[src/rtl/mem_port_b_streamer.sv]
// Sequential reader for data-memory port B: walks an address range and streams words valid/ready.
// Define STREAMER_WRAP_EN to loop over the range continuously until rst.
module mem_port_b_streamer #(
    parameter int unsigned ADDR_WIDTH   = 18,
    parameter int unsigned DATA_WIDTH   = 24,
    parameter int unsigned READ_LATENCY = 1,
    parameter int unsigned FIFO_DEPTH   = 4
) (
    input  logic                  clk,
    input  logic                  rst,
    input  logic                  start,
    input  logic [ADDR_WIDTH-1:0] base_addr,
    input  logic [ADDR_WIDTH-1:0] word_count,
    output logic [ADDR_WIDTH-1:0] address_b,
    input  logic [DATA_WIDTH-1:0] read_data_b,
    output logic [DATA_WIDTH-1:0] data_out,
    output logic                  valid_out,
    input  logic                  ready_in,
    output logic                  busy,
    output logic                  done
);
    localparam int unsigned PtrW  = $clog2(FIFO_DEPTH);
    localparam int unsigned FcntW = $clog2(FIFO_DEPTH + 1);
    localparam int unsigned CntW  = $clog2(FIFO_DEPTH + READ_LATENCY + 3);

    typedef enum logic [1:0] {StIdle, StRun, StDrain, StDone} state_e;

    state_e                state_q, state_d;
    logic [ADDR_WIDTH-1:0] addr_q, addr_d;
    logic [ADDR_WIDTH-1:0] next_addr_q, next_addr_d;
    logic [ADDR_WIDTH-1:0] remain_q, remain_d;
    // Bit 0 marks the address register stage; bit READ_LATENCY lines up with read_data_b.
    logic [READ_LATENCY:0] tag_q, tag_d;
    logic [DATA_WIDTH-1:0] fifo_mem_q [FIFO_DEPTH];
    logic [DATA_WIDTH-1:0] fifo_mem_d [FIFO_DEPTH];
    logic [PtrW-1:0]       wr_ptr_q, wr_ptr_d;
    logic [PtrW-1:0]       rd_ptr_q, rd_ptr_d;
    logic [FcntW-1:0]      fcnt_q, fcnt_d;

    logic [CntW-1:0]       in_flight;
    logic                  pop, fifo_wr, credit_ok, drained, issue;
    logic [ADDR_WIDTH-1:0] cur_addr, cur_rem;

`ifdef STREAMER_WRAP_EN
    logic [ADDR_WIDTH-1:0] base_q, base_d;
    logic [ADDR_WIDTH-1:0] count_q, count_d;
    logic [ADDR_WIDTH-1:0] pass_cnt_q, pass_cnt_d;
    logic                  pass_done_q, pass_done_d;
`endif

    always_comb begin
        in_flight = '0;
        for (int unsigned i = 0; i <= READ_LATENCY; i++) begin
            in_flight = in_flight + CntW'(tag_q[i]);
        end
    end

    assign pop       = valid_out && ready_in;
    assign fifo_wr   = tag_q[READ_LATENCY];
    // Occupancy after this edge (FIFO + in flight) must stay within FIFO_DEPTH.
    assign credit_ok = (in_flight + CntW'(fcnt_q) + CntW'(1)) <= (CntW'(FIFO_DEPTH) + CntW'(pop));
    assign drained   = (in_flight == '0) && ((fcnt_q == '0) || ((fcnt_q == FcntW'(1)) && pop));

    always_comb begin
        state_d     = state_q;
        addr_d      = addr_q;
        next_addr_d = next_addr_q;
        remain_d    = remain_q;
        tag_d       = {tag_q[READ_LATENCY-1:0], 1'b0};
        issue       = 1'b0;
        cur_addr    = next_addr_q;
        cur_rem     = remain_q;

        unique case (state_q)
            StIdle: begin
                if (start) begin
                    state_d  = StRun;
                    remain_d = word_count;
                    if (word_count != '0) begin
                        issue    = 1'b1;
                        cur_addr = base_addr;
                        cur_rem  = word_count;
                    end
                end
            end
            StRun: begin
                if (remain_q == '0) begin
                    state_d = drained ? StDone : StDrain;
                end else if (credit_ok) begin
                    issue = 1'b1;
                end
            end
            StDrain: begin
                if (drained) state_d = StDone;
            end
            StDone: state_d = StIdle;
            default: state_d = StIdle;
        endcase

        if (issue) begin
            addr_d   = cur_addr;
            tag_d[0] = 1'b1;
            if (cur_rem == ADDR_WIDTH'(1)) begin
`ifdef STREAMER_WRAP_EN
                next_addr_d = (state_q == StIdle) ? base_addr : base_q;
                remain_d    = (state_q == StIdle) ? word_count : count_q;
`else
                remain_d = '0;
                state_d  = StDrain;
`endif
            end else begin
                next_addr_d = cur_addr + ADDR_WIDTH'(1);
                remain_d    = cur_rem - ADDR_WIDTH'(1);
            end
        end
    end

    always_comb begin
        fifo_mem_d = fifo_mem_q;
        wr_ptr_d   = wr_ptr_q;
        rd_ptr_d   = rd_ptr_q;
        if (fifo_wr) begin
            fifo_mem_d[wr_ptr_q] = read_data_b;
            wr_ptr_d             = wr_ptr_q + PtrW'(1);
        end
        if (pop) rd_ptr_d = rd_ptr_q + PtrW'(1);
        fcnt_d = fcnt_q + FcntW'(fifo_wr) - FcntW'(pop);
    end

`ifdef STREAMER_WRAP_EN
    // Words leave in issue order, so counting pops against the pass length finds pass ends.
    always_comb begin
        base_d      = base_q;
        count_d     = count_q;
        pass_cnt_d  = pass_cnt_q;
        pass_done_d = 1'b0;
        if (state_q == StIdle && start) begin
            base_d     = base_addr;
            count_d    = word_count;
            pass_cnt_d = '0;
        end else if (pop) begin
            if (pass_cnt_q == count_q - ADDR_WIDTH'(1)) begin
                pass_done_d = 1'b1;
                pass_cnt_d  = '0;
            end else begin
                pass_cnt_d = pass_cnt_q + ADDR_WIDTH'(1);
            end
        end
    end

    always_ff @(posedge clk) begin
        if (rst) begin
            base_q      <= '0;
            count_q     <= '0;
            pass_cnt_q  <= '0;
            pass_done_q <= 1'b0;
        end else begin
            base_q      <= base_d;
            count_q     <= count_d;
            pass_cnt_q  <= pass_cnt_d;
            pass_done_q <= pass_done_d;
        end
    end
`endif

    always_ff @(posedge clk) begin
        if (rst) begin
            state_q     <= StIdle;
            addr_q      <= '0;
            next_addr_q <= '0;
            remain_q    <= '0;
            tag_q       <= '0;
            fifo_mem_q  <= '{default: '0};
            wr_ptr_q    <= '0;
            rd_ptr_q    <= '0;
            fcnt_q      <= '0;
        end else begin
            state_q     <= state_d;
            addr_q      <= addr_d;
            next_addr_q <= next_addr_d;
            remain_q    <= remain_d;
            tag_q       <= tag_d;
            fifo_mem_q  <= fifo_mem_d;
            wr_ptr_q    <= wr_ptr_d;
            rd_ptr_q    <= rd_ptr_d;
            fcnt_q      <= fcnt_d;
        end
    end

    assign address_b = addr_q;
    assign data_out  = fifo_mem_q[rd_ptr_q];
    assign valid_out = (fcnt_q != '0);
    assign busy      = (state_q == StRun) || (state_q == StDrain);
`ifdef STREAMER_WRAP_EN
    assign done      = (state_q == StDone) || pass_done_q;
`else
    assign done      = (state_q == StDone);
`endif

endmodule

[config.mk]
export PLATFORM = sky130hd
export DESIGN_NAME = mem_port_b_streamer
export DESIGN_NICKNAME = d
export VERILOG_FILES = /design/src/rtl/mem_port_b_streamer.sv
export SDC_FILE = /design/constraint.sdc
export NUM_CORES = 1
export LEC_CHECK = 0
export CORE_MARGIN = 2
export CORE_UTILIZATION = 50
export CTS_CLUSTER_SIZE = 25
export DETAILED_ROUTE_END_ITERATION = 7
export HOLD_SLACK_MARGIN = 0.05
export PLACE_DENSITY = 0.81
export SYNTH_ARGS = -nofsm -noshare
export SYNTH_HDL_FRONTEND = slang
export SYNTH_SLANG_ARGS = --single-unit
[constraint.sdc]
create_clock -name clk -period 3.4 [get_ports clk]
set_input_delay 0.51 -clock clk [delete_from_list [all_inputs] [get_ports clk]]
set_output_delay 0.51 -clock clk [all_outputs]
set_load 0.05 [all_outputs]
==> flow_metrics.env <==
export IMPL_status="finished clean"
export IMPL_grtUsageMet1_pct=34.1
export IMPL_startpoint="word_count[4]"
export IMPL_clk_pin_slew_worst_paths_ns=0.07
export IMPL_avgRoutedWirePerCell_um=16.6
export IMPL_antenna_found_initial=0
export IMPL_drive_gt1_share_pct=13.7
export IMPL_setup_viol=0
export IMPL_reg2reg_depth=12
export IMPL_syn_nets=1120
export IMPL_utilization_pct=64.1
export IMPL_finalCritPeriodShare_pct=94.1
export IMPL_slew_headroom_pct=24.0
export IMPL_postRouteAntennaNets=0
export IMPL_clk_insertion_delay_late_ns=0.44
export IMPL_drc_errors=0
export IMPL_netlist_area_mm2=0.00838
export IMPL_grtUsageMet2_pct=42.2
export IMPL_grt_pass1_vias=7794
export IMPL_busiest_layer="met2"
export IMPL_ys_ff_latch=161
export IMPL_synth_edff_count=0
export IMPL_ir_worst_vdd_uv=463
export IMPL_leakagePower_nw=3.81
export IMPL_synth_cell_types=71
export IMPL_grt_pass1_wl_mm=37.7
export IMPL_p_comb_share_pct=46.3
export IMPL_yosys_warnings=0
export IMPL_worst_slew_pin_slew_ns=1.14
export IMPL_wirelength_mm=23.1
export IMPL_die_h_um=133
export IMPL_critPathKind="input port to register"
export IMPL_hold_end="fifo_mem_q[58]"
export IMPL_reg2reg_to="remain_q[14]"
export IMPL_drt_iter0_drc=836
export IMPL_dp_hpwl_mm=15.3
export IMPL_drt_pass1_iterations=6
export IMPL_sw_frac_of_total_pct=42.8
export IMPL_cts_made_buffers=17
export IMPL_min_from="fifo_mem_q[58]"
export IMPL_rsz0062_at_grt="false"
export IMPL_rows=47
export IMPL_use_met3_pct=6.16
export IMPL_cts_path_max_buffers=2
export IMPL_post_route_min_period_ns=3.20
export IMPL_fin_tns_setup_ns=0
export IMPL_finClkSkew_ns=0.0100
export IMPL_r2r_slack_ns=0.36
export IMPL_syn_inst=1039
export IMPL_async_flop_share_pct=0
export IMPL_cp_arrival_ns=3.50
export IMPL_cts_sinks=161
export IMPL_nets=1241
export IMPL_hold_viol=0
export IMPL_cp_max_fo=2
export IMPL_grt_overflow_total=0
export IMPL_crit_reg2reg_launch="tag_q[0]"
export IMPL_grt_max_degree=106
export IMPL_avgSynthCellArea_um2=8.07
export IMPL_start_kind="input port"
export IMPL_via_per_inst=5.84
export IMPL_ys_flop_type="dfxtp_1"
export IMPL_p_sw_w=0.00353
export IMPL_whs_path_depth=2
export IMPL_ctsHtreeMaxLevel=4
export IMPL_coreArea_mm2=0.0165
export IMPL_clockPowerShare_pct=23.2
export IMPL_final_cell_mix="nand2_1 (251), dfxtp_1 (161), a21oi_1 (142)"
export IMPL_vias=8130
export IMPL_fmax_mhz=313
export IMPL_areaGrowthSynthToFinish_pct=25.9
export IMPL_yosysSeqAreaShare_pct=38.5
export IMPL_hold_buffers=0
export IMPL_max_cap_viol_count=0
export IMPL_final_common_cell="nand2_1"
export IMPL_die_area_mm2=0.0178
export IMPL_worstPathRequired_ns=3.70
export IMPL_critPathCaptureType="register"
export IMPL_cts_root_buf="clkbuf_16"
export IMPL_grt_total_usage_pct=26.0
export IMPL_cts_tree="built"
export IMPL_powerDensity_mw_per_mm2=782
export IMPL_die_width_um=133
export IMPL_place_gp_congestion=0.901
export IMPL_boundaryPins=109
export IMPL_seq_power_share_pct=30.5
export IMPL_port_buffers=108
export IMPL_diodes=0
export IMPL_p_int_w=0.00472
export IMPL_slew_violations=0
export IMPL_holdWs_ns=0.455
export IMPL_hp_class="register to register"
export IMPL_start_util_pct=50.9
## power by group through the flow
| stage | Combinational (W) | Clock (W) | Sequential [W] |
|---|---|---|---|
| 2_1_floorplan | 0.00243 | 0 | 0.00270 |
| 3_3_place_gp | 0.00369 | 0 | 0.00253 |
| 3_5_place_dp | 0.00375 | 0 | 0.00254 |
| 4_1_cts | 0.00378 | 0.00194 | 0.00250 |
| 5_1_grt | 0.00415 | 0.00202 | 0.00255 |
| 6_report | 0.00382 | 0.00191 | 0.00251 |
## per-layer routing
metal  vias to the layer above  part of all wire, %  wire [um]
met5                         -                    0          0
met4                         0                  2.4        554
met3                        52                  7.1       1630
met2                       334                   47      10900
met1                      3803                   43      10000
li1                       3941                    -          -
## area by class of cell
class                   instances  area [um2]
well taps                     220         275
multi-input cells             784        4810
inverters                      22        82.6
flip-flops and latches        161        3220
clock inverters                14         156
clock buffers                  18         439
repair buffers                174        1570
fillers                      1417        5910
## registers in the layout, summed over array words and instances, names as in the netlist
name and cells:
address_b 18, fcnt_q 3, fifo_mem_q 96, next_addr_q 18, rd_ptr_q 2, remain_q 18, state_q 2, tag_q 2
wr_ptr_q 2
## cells by family after synthesis
| logic type | after synthesis | share of synthesized area, % |
|---|---|---|
| AOI/OAI and AO/OA | 269 | 19.7 |
| xor gates and xnor gates | 23 | 2.40 |
| adders and majority gates | 17 | 2.72 |
| buffers and inverters | 94 | 4.67 |
| DFF | 161 | 38.5 |
| muxes | 46 | 9.11 |
| and+or+nand+nor | 429 | 23.0 |
## worst max-delay path: stages
cell and delay (ns):
clkdlybuf4s50_1 0.42, or4_4 0.57, nor4_4 0.38, a21oi_4 0.12
mux2i_1 0.15, inv_1 0.08, ha_2 0.20, inv_1 0.08
nor3_4 0.20, nand3_1 0.11, or4b_1 0.47, a31oi_1 0.14
nor4_1 0.07
## worst max path at each step
| stage | cells after the start | endpoint | slack, ns |
|---|---|---|---|
| floorplan | 14 | next_addr_q[16] | 0.01 |
| global placement | 13 | next_addr_q[16] | -0.16 |
| detailed placement | 13 | next_addr_q[16] | -0.23 |
| CTS | 14 | next_addr_q[16] | 0.21 |
| global route | 13 | next_addr_q[16] | 0.02 |
| finish | 13 | next_addr_q[16] | 0.20 |
## synthesized netlist by cell type, drive strengths merged (3+ instances only)
cell type	instances	area (um2)
and2	9	56.3
nor3	26	130
buf	25	133
nor2	64	240
mux4	24	541
or3	5	31.3
a21oi	143	719
a41oi	3	26.3
or2	4	25.0
clkbuf	47	176
and3	7	43.8
inv	22	82.6
a21o	3	22.5
xnor2	15	131
o32ai	3	26.3
dfxtp	161	3220
o21a	3	22.5
a22o	5	43.8
nand4b	3	26.3
mux2i	20	200
nand2	251	942
or4	4	41.3
o211ai	9	72.6
and4	4	35.0
a211oi	21	163
o31ai	6	45.0
a31oi	6	37.5
nand3	16	80.1
nor4	19	159
ha	15	188
nand4	10	62.6
o21ai	32	179
xor2	8	70.1
o22ai	8	50.1
## metrics by stage
step / power [W] / std cells / setup WS, ns / cell area, um2
3_3_place_gp: 0.00622 / 1360 / -0.157 / 9930
2_1_floorplan: 0.00514 / 1039 / 0.0141 / 8400
3_5_place_dp: 0.00629 / 1360 / -0.229 / 9930
5_1_grt: 0.00872 / 1393 / 0.0206 / 10600
4_1_cts: 0.00822 / 1392 / 0.211 / 10500
6_report: 0.00825 / 1393 / 0.200 / 10600
## timing repair
action / 4_1_cts / 5_1_grt
endpoints found under the setup margin: 0 / 2
resized for setup: 0 / 4
buffers inserted: 0 / 1
No activity file was read; power rests on OpenSTA's default activity.
